`config.mk`:
```
export PLATFORM = sky130hd
export DESIGN_NAME = interrupt_controller_flat
export DESIGN_NICKNAME = d
export VERILOG_FILES = /design/src/rtl/interrupt_controller_if.sv /design/src/rtl/interrupt_controller.sv /design/src/flat_wrapper.sv
export SDC_FILE = /design/constraint.sdc
export NUM_CORES = 1
export LEC_CHECK = 0
export BUFFER_PORTS_ARGS = -buffer_cell sky130_fd_sc_hd__clkbuf_2
export CORE_MARGIN = 4
export CORE_UTILIZATION = 40
export CTS_BUF_LIST = sky130_fd_sc_hd__clkbuf_4
export DETAILED_ROUTE_END_ITERATION = 10
export GPL_TIMING_DRIVEN = 0
export PLACE_DENSITY = 0.78
export SYNTH_ARGS = -nofsm -noshare
export SYNTH_HDL_FRONTEND = slang
export SYNTH_SLANG_ARGS = --single-unit
export TNS_END_PERCENT = 20
```
`constraint.sdc`:
```
create_clock -name clock -period 1.4 [get_ports clock]
set_input_delay 0.21 -clock clock [delete_from_list [all_inputs] [get_ports clock]]
set_output_delay 0.21 -clock clock [all_outputs]
set_load 0.005 [all_outputs]
```
`src/rtl/interrupt_controller_if.sv`:
```
// interrupt_controller_if: register-file port and CPU irq/ack handshake of the interrupt controller.
interface interrupt_controller_if #(
    parameter int word_size        = 32,
    parameter int reg_address_size = 5
);
    logic [reg_address_size-1:0] ir_address;
    logic [word_size-1:0]        ir_data_in;
    logic [word_size-1:0]        ir_rdata;
    logic                        ir_load;
    logic                        ir_store;
    logic                        cpu_irq;
    logic [word_size-1:0]        cpu_vector;
    logic [7:0]                  cpu_source;
    logic                        cpu_ack;

    modport master (
        output ir_address, ir_data_in, ir_load, ir_store, cpu_irq, cpu_vector, cpu_source,
        input  ir_rdata, cpu_ack
    );
    modport slave (
        input  ir_address, ir_data_in, ir_load, ir_store, cpu_irq, cpu_vector, cpu_source,
        output ir_rdata, cpu_ack
    );
endinterface

```
`src/rtl/interrupt_controller.sv`:
```
// interrupt_controller: edge-captured, fixed-priority interrupt sequencer that fetches the
// handler vector, logs a cause word to the register file and raises cpu_irq until acked.
module interrupt_controller #(
    parameter int word_size        = 32,
    parameter int reg_address_size = 5,
    parameter int num_sources      = 4,
    parameter int cause_address    = 4
) (
    input  logic                   clock,
    input  logic                   reset,
    input  logic [num_sources-1:0] irq_req,
    input  logic [num_sources-1:0] irq_mask,
    output logic                   busy,
    interrupt_controller_if.master bus
);
    typedef enum logic [2:0] {IDLE, FETCH, CAPTURE, LOG, REQUEST} state_t;

    state_t                 state, state_nx;
    logic [num_sources-1:0] pending, req_prev, rise, eligible, ack_clr;
    logic [7:0]             src, win;
    logic [word_size-1:0]   vector, cause;

    assign rise     = irq_req & ~req_prev;
    assign eligible = pending & irq_mask;
    assign ack_clr  = (state == REQUEST && bus.cpu_ack) ? (num_sources'(1) << src) : '0;

    always_comb begin
        win = '0;
        for (int i = num_sources - 1; i >= 0; i--)
            if (eligible[i]) win = 8'(i);
    end

    always_comb begin
        cause                 = '0;
        cause[word_size-1]    = 1'b1;
        cause[8 +: num_sources] = pending;
        cause[7:0]            = src;
    end

    always_comb begin
        state_nx = state;
        case (state)
            IDLE:    state_nx = |eligible ? FETCH : IDLE;
            FETCH:   state_nx = CAPTURE;
            CAPTURE: state_nx = LOG;
            LOG:     state_nx = REQUEST;
            REQUEST: state_nx = bus.cpu_ack ? IDLE : REQUEST;
            default: state_nx = IDLE;
        endcase
    end

    // Set wins over the ack clear so an edge coinciding with the ack is not lost.
    always_ff @(posedge clock or negedge reset) begin
        if (!reset) begin
            state    <= IDLE;
            pending  <= '0;
            req_prev <= '0;
            src      <= '0;
            vector   <= '0;
        end else begin
            state    <= state_nx;
            req_prev <= irq_req;
            pending  <= (pending & ~ack_clr) | rise;
            if (state == IDLE && |eligible) src <= win;
            if (state == CAPTURE) vector <= bus.ir_rdata;
        end
    end

    assign busy           = state != IDLE;
    assign bus.ir_load    = state == FETCH;
    assign bus.ir_store   = state == LOG;
    assign bus.ir_address = state == FETCH ? reg_address_size'(src)
                          : state == LOG   ? reg_address_size'(cause_address) : '0;
    assign bus.ir_data_in = state == LOG ? cause : '0;
    assign bus.cpu_irq    = state == REQUEST;
    assign bus.cpu_vector = vector;
    assign bus.cpu_source = src;
endmodule

```
`src/flat_wrapper.sv`:
```
// flat-port wrapper written by rule: the top's interface ports become plain ports
module interrupt_controller_flat 
#(
    parameter int word_size        = 32,
    parameter int reg_address_size = 5,
    parameter int num_sources      = 4,
    parameter int cause_address    = 4
)
  (clock, reset, irq_req, irq_mask, busy, bus_ir_address, bus_ir_data_in, bus_ir_load, bus_ir_store, bus_cpu_irq, bus_cpu_vector, bus_cpu_source, bus_ir_rdata, bus_cpu_ack);
  interrupt_controller_if #(.word_size(word_size), .reg_address_size(reg_address_size)) bus_i ();
  input  logic clock;
  input  logic reset;
  input  logic [num_sources-1:0] irq_req;
  input  logic [num_sources-1:0] irq_mask;
  output logic busy;
  output wire logic [$bits(bus_i.ir_address)-1:0] bus_ir_address;
  output wire logic [$bits(bus_i.ir_data_in)-1:0] bus_ir_data_in;
  output wire logic [$bits(bus_i.ir_load)-1:0] bus_ir_load;
  output wire logic [$bits(bus_i.ir_store)-1:0] bus_ir_store;
  output wire logic [$bits(bus_i.cpu_irq)-1:0] bus_cpu_irq;
  output wire logic [$bits(bus_i.cpu_vector)-1:0] bus_cpu_vector;
  output wire logic [$bits(bus_i.cpu_source)-1:0] bus_cpu_source;
  input wire logic [$bits(bus_i.ir_rdata)-1:0] bus_ir_rdata;
  input wire logic [$bits(bus_i.cpu_ack)-1:0] bus_cpu_ack;
  assign bus_ir_address = bus_i.ir_address;
  assign bus_ir_data_in = bus_i.ir_data_in;
  assign bus_ir_load = bus_i.ir_load;
  assign bus_ir_store = bus_i.ir_store;
  assign bus_cpu_irq = bus_i.cpu_irq;
  assign bus_cpu_vector = bus_i.cpu_vector;
  assign bus_cpu_source = bus_i.cpu_source;
  assign bus_i.ir_rdata = bus_ir_rdata;
  assign bus_i.cpu_ack = bus_cpu_ack;
  interrupt_controller #(.word_size(word_size), .reg_address_size(reg_address_size), .num_sources(num_sources), .cause_address(cause_address)) u_core (.clock(clock), .reset(reset), .irq_req(irq_req), .irq_mask(irq_mask), .busy(busy), .bus(bus_i));
endmodule
```
# Word-level counts from Yosys, hierarchy flattened

Index checks and enable logic that the tools add are counted.

Register bits after elaboration: 51
Input port bits: 43
Output and inout bits: 81
Logic and storage cells: 32

Equality and inequality tests: 4
Shifts and indexed selects: 1
Muxes and demuxes: 11
Bitwise logic cells: 6
Reduce and logical (&&, ||, !) cells: 5

Operators with widths:

| cell                                             | count |
|---|---|
| 2-to-1 mux 32 bit                                | 1 |
| 2-to-1 mux 8 bit                                 | 3 |
| case mux 3 bit (5 select lines)                  | 1 |
| bitwise AND 4 bit                                | 3 |
| NOT 4 bit                                        | 2 |
| << shifter 1 x 8 -> 4 bit (first input constant) | 1 |
| == test 3 x 2 -> 1 bit (second input constant)   | 2 |
| 2-to-1 mux 3 bit                                 | 2 |
| 2-to-1 mux 5 bit                                 | 1 |
| 2-to-1 mux 4 bit                                 | 1 |
| OR 4 bit                                         | 1 |
| OR reduction 4 bit                               | 1 |
| == test 3 x 1 -> 1 bit (second input constant)   | 1 |
| == test 3 bit (second input constant)            | 1 |
| zero test 3 bit                                  | 1 |
| nonzero test 3 bit                               | 1 |
| logical AND 1 bit                                | 2 |
| 2-to-1 mux 2 bit                                 | 1 |
| 2-to-1 mux 1 bit                                 | 1 |

# Depth between registers and ports, before layout

Gate-level depths: netlist of run 1.

Depth after elaboration: 6
Depth in mapped cells: 3
Gate-level depth less buffers: 3

# Worst setup path after synthesis of run 1

OpenSTA, ideal clock, no wires.

Kind: reg-to-reg
Start point: register u_core.state[0]
End point: register u_core.vector[0], in the netlist u_core.bus.cpu_vector[0]
Data arrival time: 1.298 ns
Data required time: 1.275 ns
Slack: -0.023 ns
Cell stages (with the launch flop): 4
Clock period less this slack: 1.423 ns
Cell sequence: dfrtp_1 nor3b_4 buf_6 mux2_2

Word-level cells in the longest chain between the ends: 1

RTL lines:

| item                   | line                       | RTL |
|---|---|---|
| start, declared        | interrupt_controller.sv:18 | `state_t state, state_nx;` |
| start signal, assigned | interrupt_controller.sv:61 | `state <= state_nx;` |
| == test 3 x 2 -> 1 bit | interrupt_controller.sv:65 | `if (state == CAPTURE) vector <= bus.ir_rdata;` |
| end signal, assigned   | interrupt_controller.sv:65 |  |
| end, declared          | interrupt_controller.sv:21 | `logic [word_size-1:0] vector, cause;` |

Every way passes these cells.
A chain may end at the register's enable or synchronous reset.

# Worst setup path after layout of run 1

Start point: register u_core.state[2]
End point: output port bus_ir_data_in[11]

Word-level cells in the longest chain between the ends: 2

RTL lines:

| item                   | line                       | RTL |
|---|---|---|
| == test 3 x 2 -> 1 bit | interrupt_controller.sv:74 | `assign bus.ir_data_in = state == LOG ? cause : '0;` |
| 2-to-1 mux 32 bit      | interrupt_controller.sv:74 |  |
| end, declared          | flat_wrapper.sv:17         | `output wire logic [$bits(bus_i.ir_data_in)-1:0] bus_ir_data_in;` |

Every way passes these cells.

==> reports/metrics.csv, run 1 <==
stage,metric,value,unit
yosys,yosysUniqueCellTypes,23,
critical_path,start_kind,register,
floorplanning,placementRows,25,
floorplanning,design.die.area,6382,µm²
finish,stdcell_count,371,
drt,ant_nets,0,
clock_tree,cts_buffer_depth,2,
yosys,synth-edff-count,0,
pwr,total_power,6.304,mW
clock_tree,clkSlewWorstSetupHoldPaths,0.13,ns
pwr,power.internal,4.289,mW
finish,antenna_cells,0,
pwr,power_frac_comb,53.0,%
global_routing,groute.usage.overall,15.31,%
critical_path,slowest_delay,0.49,ns
sta,drv_slew,0,
run_status,status,finished with violations,
clock_tree,clk_latency,0.35,ns
place,place.gp.congestion,0.7220,
sta,setup_viol,45,
finish,mostFrequentLayoutCell,clkbuf_2,
drt,vias_per_cell,4.315,
critical_path,arrival,1.39,ns
run_status,violations,negative setup slack,
yosys,synth_area,2067,µm²
sta,period_share,114.1,%
clock_tree,cts_root_buffer,clkbuf_4,
yosys,seq_area_frac_synth,54.48,%
sta,hold-worst-slack,0.03319,ns
clock_tree,cts_sinks,45,
drt,wirelength,4966,µm
global_routing,grt_pass1_vias,1647,
critical_path,r2r-end,u_core.bus.cpu_vector[11],
drt,dr.pass1.iters,4,
critical_path,critPathKind,reg2out,
global_routing,grt_overflow,0,
critical_path,crit_fanout,7,
critical_path,crit_path_end_kind,output port,
critical_path,reg2reg_depth,5,
floorplanning,core_area,4848,µm²
finish,fill_cells,390,
pwr,p_per_area,2019,nW/µm²
clock_tree,cts_buffers,5,
finish,multiInputGateArea,890.9,µm²
yosys,async_flop_share,100.0,%
min_path,hp-class,in2async,
sta,rsz0062_at_grt,yes,
critical_path,r2r_start,u_core.state[2],
pwr,pwr-share-seq,37.3,%
place,port_buffers,90,
flow_run,drv_cap,0,
drt,vias,1601,
place,dp_slack,-0.1992,ns
critical_path,r2r_slack,-0.20,ns
drt,wl_per_cell,13.39,µm
critical_path,crit_path_top_delay_cell,dfrtp_2,
sta,finalCriticalPeriod,1.598,ns
place,placed_cell_area,2721,µm²
yosys,avgSynthCellArea,12.84,µm²
finish,regArea,1130,µm²
yosys,synth_ff_type,dfrtp_1,
critical_path,worstPathCellList,and3b_2 -> and2_4 -> buf_6,
finish,drive_above_1_share,62.83,%
yosys,synth_seq_cells,45,
finish,layout_common_cells,"clkbuf_2 (81), dfrtp_1 (42), buf_4 (40), conb_1 (33), mux2_4 (25)",
critical_path,required,1.19,ns
floorplanning,fp.dieH,79.89,µm
yosys,synth_warnings,0,
drt,drc,0,
yosys,synthCells,161,
place,dp_cells,350,
pwr,switching_share,31.97,%
pwr,max-vdd-ir-drop,1.166,mV
pwr,p_clk_share,9.7,%
place,hpwlAfterDp,3517,µm
finish,finalInstanceArea,3122,µm²
clock_tree,h-tree-depth,2,
sta,fmax,625.9,MHz
global_routing,grt_max_degree,46,
floorplanning,pin_count,124,
floorplanning,die_w,79.89,µm
sta,slew_headroom,28.07,%
floorplanning,initial_core_util,42.63,%
sta,tightest_slew,1.079,ns
sta,worst_slack,-0.1978,ns
finish,nNetsFinal,346,
sta,skew,0.007265,ns
sta,finalHoldViolCount,0,
drt,drtIter0Drc,19,
clock_tree,cts_tree,yes,
pwr,cellLeakagePower,1.695,nW
global_routing,antenna_found_initial,0,
finish,area_growth_syn_to_layout,51.03,%
global_routing,grt_pass1_wl,7541,µm
pwr,p_switching,2.015,mW
[layout make-up]
type                            instances  share of cell area (%)
Multi-Input combinational cell        105                   28.54
Sequential cell                        45                   36.19
Buffer                                 37                   10.22
Timing Repair Buffer                  103                   19.88
Clock buffer                            6                   1.443
Tap cell                               67                   2.685
Inverter                                6                  0.7214
Clock inverter                          2                  0.3206
[stage by stage]
step	setup TNS [ns]	util [%]
finish	-6.763	64.39
global route	-9.682	64.39
CTS	-3.553	62.97
detailed placement	-5.595	56.13
global placement	-4.915	56.13
floorplan	-0.5746	-
[worst max path at each step]
stage | slack [ns] | start | to | depth (start not counted)
2_1_floorplan | -0.02 | u_core.state[0] | u_core.bus.cpu_vector[0] | 3
3_3_place_gp | -0.18 | u_core.state[0] | u_core.bus.cpu_vector[1] | 3
3_5_place_dp | -0.20 | u_core.state[0] | u_core.bus.cpu_vector[11] | 3
4_1_cts | -0.23 | u_core.state[2] | bus_ir_data_in[11] | 3
5_1_grt | -0.28 | u_core.state[2] | bus_ir_data_in[10] | 3
6_report | -0.20 | u_core.state[2] | bus_ir_data_in[11] | 3
[routing by layer]
layer	part of all wire (%)	track usage, %	vias up
met5	0	0	-
met4	1.1	4.223	0
met3	12	6.546	8
met2	52	27.32	95
met1	35	16.41	737
li1	-	-	761
[cell families after synthesis]
kind of cell / count (synthesis) / synth area share (%)
flops: 45 / 54.48
buf+inv: 44 / 15.25
mux: 32 / 17.43
simple gates: 21 / 7.264
compound gates: 18 / 5.388
other cells: 1 / 0.1814
[what timing repair did]
| action | CTS | global route |
|---|---|---|
| hold endpoints to repair | 4 | 0 |
| pin swaps | 5 | 2 |
| cloned | 1 | 0 |
| setup buffers | 6 | 3 |
| setup endpoints to repair | 45 | 48 |
| resized for setup | 43 | 15 |
| hold buffers | 4 | 0 |
[power by group through the flow]
stage / sequential, mW / combinational, mW / clock [mW]
2_1_floorplan: 2.29 / 1.36 / 0
3_3_place_gp: 2.27 / 2.32 / 0
3_5_place_dp: 2.31 / 2.38 / 0
4_1_cts: 2.36 / 3.16 / 0.644
5_1_grt: 2.43 / 3.59 / 0.707
6_report: 2.35 / 3.34 / 0.612
[state kept, by name (all words and copies together), names as in the netlist]
| register | cells |
|---|---|
| u_core.bus.cpu_source | 2 |
| u_core.req_prev | 4 |
| u_core.pending | 4 |
| u_core.bus.cpu_vector | 32 |
| u_core.state | 3 |
[synth_stat cells (all sizes together), types with 2 or more instances]
master | count | share of area, %
a21oi | 4 | 0.97
a22o | 3 | 1.3
and2 | 8 | 2.4
and3b | 2 | 0.85
buf | 37 | 14
dfrtp | 45 | 54
inv | 6 | 1.1
mux2 | 32 | 17
nand2 | 2 | 0.36
nand2b | 3 | 0.91
nor3b | 3 | 1.6
o21ai | 8 | 1.9
[critical path, delay by kind of cell, from the launching register on]
family / cells / cell delay, ns
buf+inv: 1 / 0.09
flops: 1 / 0.49
simple gates: 2 / 0.48
Power figures use the tool's default switching activity.
==> run 2, diff against run 1 <==
--- a/config.mk
+++ b/config.mk
@@ -7,11 +7,10 @@
 export LEC_CHECK = 0
 export BUFFER_PORTS_ARGS = -buffer_cell sky130_fd_sc_hd__clkbuf_2
 export CORE_MARGIN = 4
-export CORE_UTILIZATION = 40
+export CORE_UTILIZATION = 30
 export CTS_BUF_LIST = sky130_fd_sc_hd__clkbuf_4
 export DETAILED_ROUTE_END_ITERATION = 10
 export GPL_TIMING_DRIVEN = 0
-export PLACE_DENSITY = 0.78
 export SYNTH_ARGS = -nofsm -noshare
 export SYNTH_HDL_FRONTEND = slang
 export SYNTH_SLANG_ARGS = --single-unit
==> reports/metrics.csv, run 2 (same netlist as run 1, synthesis figures left out) <==
stage,metric,value,unit,change
run_status,status,finished with violations,,
run_status,violations,negative setup slack,,
sta,setup_viol,46,,+2.2%
sta,slew_headroom,25.53,%,-2.5 points
floorplanning,fp.dieH,91.01,µm,+14%
clock_tree,cts_sinks,45,,unchanged
critical_path,arrival,1.37,ns,-0.02 ns
min_path,hp-class,in2async,,
drt,wirelength,4783,µm,-3.7%
global_routing,use_met1,13.09,%,-3.3 points
floorplanning,die_w,91.01,µm,+14%
drt,vias_per_cell,4.173,,-3.3%
clock_tree,clkSlewWorstSetupHoldPaths,0.14,ns,about the same
drt,dr.pass1.iters,4,,unchanged
global_routing,grt_overflow,0,,unchanged
floorplanning,pin_count,124,,unchanged
sta,rsz0062_at_grt,yes,,
drt,wl_per_cell,12.55,µm,-6.2%
sta,skew,0.005061,ns,-0.002205 ns
pwr,switching_share,31.11,%,-0.86 points
critical_path,crit_path_end_kind,output port,,
clock_tree,cts_root_buffer,clkbuf_4,,
floorplanning,core_area,6531,µm²,+35%
drt,ant_nets,0,,unchanged
global_routing,met2_usage,19.13,%,-8.2 points
sta,fmax,632.9,MHz,+1.1%
finish,drive_above_1_share,61.51,%,-1.3 points
critical_path,slowest_delay,0.48,ns,about the same
sta,finalCriticalPeriod,1.580,ns,-0.01763 ns
critical_path,critPathBufInv,1,,unchanged
sta,tightest_slew,1.117,ns,+0.03810 ns
sta,finalHoldViolCount,0,,unchanged
critical_path,start_kind,register,,
floorplanning,design.die.area,8282,µm²,+30%
pwr,p_clk_share,12.3,%,+2.6 points
critical_path,worstPathCellList,and3b_2 -> and2_4 -> buf_6,,
critical_path,crit_fanout,6,,-1
sta,period_share,112.9,%,-1.3 points
clock_tree,clk_latency,0.35,ns,about the same
sta,worst_slack,-0.1801,ns,+0.01763 ns
finish,antenna_cells,0,,unchanged
flow_run,drv_cap,0,,unchanged
global_routing,groute.usage.overall,11.56,%,-3.7 points
critical_path,critPathTopFamily,flip-flops,,
finish,area_growth_syn_to_layout,52.24,%,
finish,largest_register_ff_count,32,,unchanged
drt,drc,0,,unchanged
finish,fill_cells,637,,+63%
place,place.gp.congestion,0.8145,,+13%
pwr,max-vdd-ir-drop,1.167,mV,about the same
finish,fin_util,48.18,%,-16 points
global_routing,grt_pass1_wl,7838,µm,+3.9%
sta,tns,-5.811,ns,+0.9517 ns
clock_tree,cts_tree,yes,,
pwr,pwr-share-seq,36.1,%,-1.2 points
critical_path,crit_path_top_delay_cell,dfrtp_2,,
global_routing,grt_max_degree,46,,unchanged
floorplanning,placementRows,29,,+16%
critical_path,required,1.19,ns,about the same
drt,vias,1590,,-0.69%
drt,drtIter0Drc,47,,+28
finish,nNetsFinal,346,,unchanged
place,port_buffers,90,,unchanged
critical_path,r2r_slack,-0.16,ns,+0.04 ns
pwr,p_switching,2.003,mW,-0.64%
place,dp_slack,-0.2150,ns,-0.01581 ns
pwr,p_per_area,2046,nW/µm²,+1.3%
pwr,power_frac_comb,51.6,%,-1.4 points
global_routing,antenna_found_initial,0,,unchanged
floorplanning,initial_core_util,31.65,%,-11 points
finish,layout_common_cells,"clkbuf_2 (84), dfrtp_1 (42), buf_4 (39), conb_1 (33), mux2_4 (27)",,
finish,mostFrequentLayoutCell,clkbuf_2,,
place,hpwlAfterDp,3422,µm,-2.7%
global_routing,grt_util_met3,5.537,%,-1.0 points
pwr,cellLeakagePower,1.699,nW,+0.24%
clock_tree,cts_buffers,5,,unchanged
clock_tree,cts_buffer_depth,2,,unchanged
global_routing,top_usage_layer,met2,,
pwr,total_power,6.438,mW,+2.1%
sta,drv_slew,0,,unchanged
global_routing,grt_pass1_vias,1657,,+0.61%
critical_path,critPathKind,reg2out,,
clock_tree,h-tree-depth,2,,unchanged
pwr,power.internal,4.435,mW,+3.4%
==> run 2: cell count changes in the layout (fill, tap and decap cells not counted), sizes merged <==
cell,previous run,this run
buf,55,52
bufinv,0,1
clkbuf,87,89
clkinv,2,1
clkinvlp,0,1
==> run 2: per-layer routing <==
metal | vias to the layer above | routed length (µm)
li1 | 763 | -
met1 | 743 | 1887
met2 | 77 | 2261
met3 | 7 | 559
met4 | 0 | 75
met5 | - | 0
==> run 2: final timing paths <==
kind / start / endpoint / cells after the start
max in group asynchronous: reset / u_core.state[2] / 1
setup / recovery: u_core.state[2] / bus_ir_data_in[8] / 3
hold reg to reg: u_core.req_prev[3] / u_core.pending[3] / 1
setup reg to reg: u_core.state[0] / u_core.bus.cpu_vector[9] / 5
hold / removal: reset / u_core.bus.cpu_vector[1] / 1
min in group clock: bus_ir_rdata[15] / u_core.bus.cpu_vector[15] / 2
==> run 2: cell type report <==
type	count	area, µm²	share of cell area, %
Timing Repair Buffer	103	613.1	19.48
Clock buffer	5	37.54	1.193
Clock inverter	3	41.29	1.312
Tap cell	77	96.34	3.062
Buffer	37	315.3	10.02
Inverter	6	22.52	0.7157
Multi-Input combinational cell	105	890.9	28.31
Sequential cell	45	1130	35.90
==> run 2: stage by stage <==
stage / hold slack, ns / std cells / area (µm²)
floorplan: -0.08559 / 193 / 2187
detailed placement: 0.3382 / 360 / 2734
finish: 0.04587 / 381 / 3147
global route: 0.04440 / 381 / 3147
CTS: 0.05053 / 377 / 3074
global placement: 0.3357 / 360 / 2734
==> run 2: power by group through the flow <==
stage | clock (mW) | sequential [mW] | combinational [mW]
finish | 0.793 | 2.32 | 3.32
detailed placement | 0 | 2.31 | 2.39
global placement | 0 | 2.28 | 2.35
CTS | 0.834 | 2.35 | 3.15
floorplan | 0 | 2.29 | 1.36
global route | 0.876 | 2.42 | 3.63
==> run 2: timing repair <==
item | CTS | global route
setup buffers | 5 | 4
resized for setup | 45 | 12
cloned | 1 | 0
setup endpoints to repair | 46 | 47
hold endpoints to repair | 4 | 0
pin swaps | 7 | 2
hold buffers | 4 | 0
==> run 2: worst reg2reg max path, delay by kind of cell (launching register included) <==
kind	cells	cell delay, ns
flops	1	0.47
simple gates	1	0.22
buf+inv	3	0.43
mux	1	0.33
==> run 3, diff against run 2 <==
--- a/config.mk
+++ b/config.mk
@@ -7,10 +7,11 @@
 export LEC_CHECK = 0
 export BUFFER_PORTS_ARGS = -buffer_cell sky130_fd_sc_hd__clkbuf_2
 export CORE_MARGIN = 4
-export CORE_UTILIZATION = 30
+export CORE_UTILIZATION = 40
 export CTS_BUF_LIST = sky130_fd_sc_hd__clkbuf_4
 export DETAILED_ROUTE_END_ITERATION = 10
 export GPL_TIMING_DRIVEN = 0
+export PLACE_DENSITY_LB_ADDON = 0.3
 export SYNTH_ARGS = -nofsm -noshare
 export SYNTH_HDL_FRONTEND = slang
 export SYNTH_SLANG_ARGS = --single-unit
==> reports/metrics.csv, run 3 (same netlist as run 1, synthesis figures left out) <==
stage,metric,value,unit,change
clock_tree,cts_sinks,45,,unchanged
finish,layout_common_cells,"clkbuf_2 (83), dfrtp_1 (42), buf_4 (41), conb_1 (33), mux2_2 (30)",,
clock_tree,cts_tree,yes,,
finish,drive_above_1_share,62.62,%,+1.1 points
drt,vias,1607,,+1.1%
sta,worst_slack,-0.2234,ns,-0.04326 ns
critical_path,critPathKind,reg2out,,
drt,wl_per_cell,12.35,µm,-1.6%
finish,antenna_cells,0,,unchanged
place,hpwlAfterDp,3236,µm,-5.4%
sta,tightest_slew,1.080,ns,-0.03653 ns
floorplanning,core_area,4848,µm²,-26%
flow_run,drv_cap,0,,unchanged
finish,area_growth_syn_to_layout,48.00,%,
sta,fmax,616.0,MHz,-2.7%
critical_path,required,1.19,ns,about the same
pwr,cellLeakagePower,1.624,nW,-4.4%
floorplanning,die_w,79.89,µm,-12%
clock_tree,h-tree-depth,2,,unchanged
sta,rsz0062_at_grt,yes,,
critical_path,slowest_delay,0.49,ns,about the same
clock_tree,clk_latency,0.34,ns,about the same
drt,vias_per_cell,4.320,,+3.5%
run_status,status,finished with violations,,
critical_path,critPathBufInv,1,,unchanged
global_routing,grt_overflow,0,,unchanged
critical_path,worstPathCellList,and3b_2 -> and2_4 -> buf_6,,
sta,skew,0.006817,ns,+0.001756 ns
place,dp_slack,-0.2037,ns,+0.01134 ns
drt,dr.pass1.iters,4,,unchanged
global_routing,groute.usage.overall,14.32,%,+2.8 points
sta,setup_viol,46,,unchanged
drt,drtIter0Drc,73,,+55%
drt,drc,0,,unchanged
finish,fill_cells,405,,-36%
sta,finalHoldViolCount,0,,unchanged
pwr,total_power,6.067,mW,-5.8%
floorplanning,pin_count,124,,unchanged
pwr,p_per_area,1983,nW/µm²,-3.1%
pwr,max-vdd-ir-drop,1.008,mV,-14%
critical_path,crit_path_top_delay_cell,dfrtp_2,,
critical_path,critPathTopFamily,flip-flops,,
critical_path,startpoint,u_core.state[2],,
clock_tree,cts_root_buffer,clkbuf_4,,
critical_path,r2r_start,u_core.state[2],,
finish,largest_register_ff_count,32,,unchanged
critical_path,start_kind,register,,
place,place.gp.congestion,0.7730,,-5.1%
global_routing,grt_max_degree,46,,unchanged
clock_tree,cts_buffer_depth,2,,unchanged
global_routing,antenna_found_initial,0,,unchanged
finish,nNetsFinal,347,,+0.29%
sta,finalCriticalPeriod,1.623,ns,+0.04326 ns
drt,wirelength,4593,µm,-4.0%
critical_path,crit_fanout,7,,+1
drt,ant_nets,0,,unchanged
min_path,hp-class,in2async,,
finish,mostFrequentLayoutCell,clkbuf_2,,
global_routing,grt_pass1_vias,1649,,-0.48%
sta,slew_headroom,27.97,%,+2.4 points
global_routing,grt_pass1_wl,7169,µm,-8.5%
clock_tree,cts_buffers,5,,unchanged
clock_tree,clkSlewWorstSetupHoldPaths,0.12,ns,-0.02 ns
floorplanning,placementRows,25,,-14%
sta,tns,-7.553,ns,-1.742 ns
sta,period_share,116.0,%,+3.1 points
floorplanning,fp.dieH,79.89,µm,-12%
sta,drv_slew,0,,unchanged
floorplanning,initial_core_util,42.63,%,+11 points
finish,fin_util,63.10,%,+15 points
critical_path,arrival,1.41,ns,+0.04 ns
place,port_buffers,90,,unchanged
critical_path,crit_path_end_kind,output port,,
run_status,violations,negative setup slack,,
floorplanning,design.die.area,6382,µm²,-23%
## run 3: report_power, final
group	internal, mW	switching [mW]
registers	1.89	0.427
logic	1.90	1.06
clock network	0.391	0.393
total	4.19	1.88
## run 3: what timing repair did
item | CTS | global route
hold buffers | 4 | 0
pin swaps | 2 | 5
gates cloned | 1 | 0
setup endpoints to repair | 45 | 46
gates resized for setup | 17 | 14
buffers inserted | 9 | 1
hold endpoints to repair | 4 | 0
## run 3: per-stage QoR
stage / hold slack [ns] / std cells / area [µm²]
floorplan: -0.08559 / 193 / 2187
global placement: 0.3355 / 350 / 2721
detailed placement: 0.3410 / 350 / 2721
CTS: 0.06065 / 371 / 2985
global route: 0.04812 / 372 / 3059
finish: 0.04774 / 372 / 3059
## run 3: path summary, 6_finish.rpt
| path | endpoint | slack, ns | cells after the start |
|---|---|---|---|
| hold reg to reg | u_core.pending[3] | 0.44 | 1 |
| hold / removal | u_core.bus.cpu_vector[4] | 0.05 | 1 |
| setup reg to reg | u_core.bus.cpu_vector[25] | -0.20 | 5 |
| max in group asynchronous | u_core.state[2] | 0.63 | 1 |
| setup / recovery | bus_ir_data_in[0] | -0.22 | 3 |
| min in group clock | u_core.bus.cpu_vector[7] | 0.08 | 2 |
## run 3: final cells by class
cell class | instances | area (µm²) | share of cell area (%)
timing repair buffer | 104 | 625.6 | 20.45
tap | 67 | 83.83 | 2.740
buffer | 37 | 314.1 | 10.27
inverter | 6 | 22.52 | 0.7362
clock buffer | 6 | 45.04 | 1.472
sequential | 45 | 1130 | 36.93
multi-input combinational | 105 | 804.5 | 26.30
clock inverter | 2 | 33.78 | 1.104
## run 3: layer usage
layer  vias to the layer above  track usage, %  part of all wire [%]  routed length [µm]
met3                         8           6.772                    12                 568
met2                        83           25.50                    49                2245
met5                         -               0                     0                   0
met4                         0           3.547                   1.8                  84
met1                       751           15.13                    37                1694
li1                        765               -                     -                   -
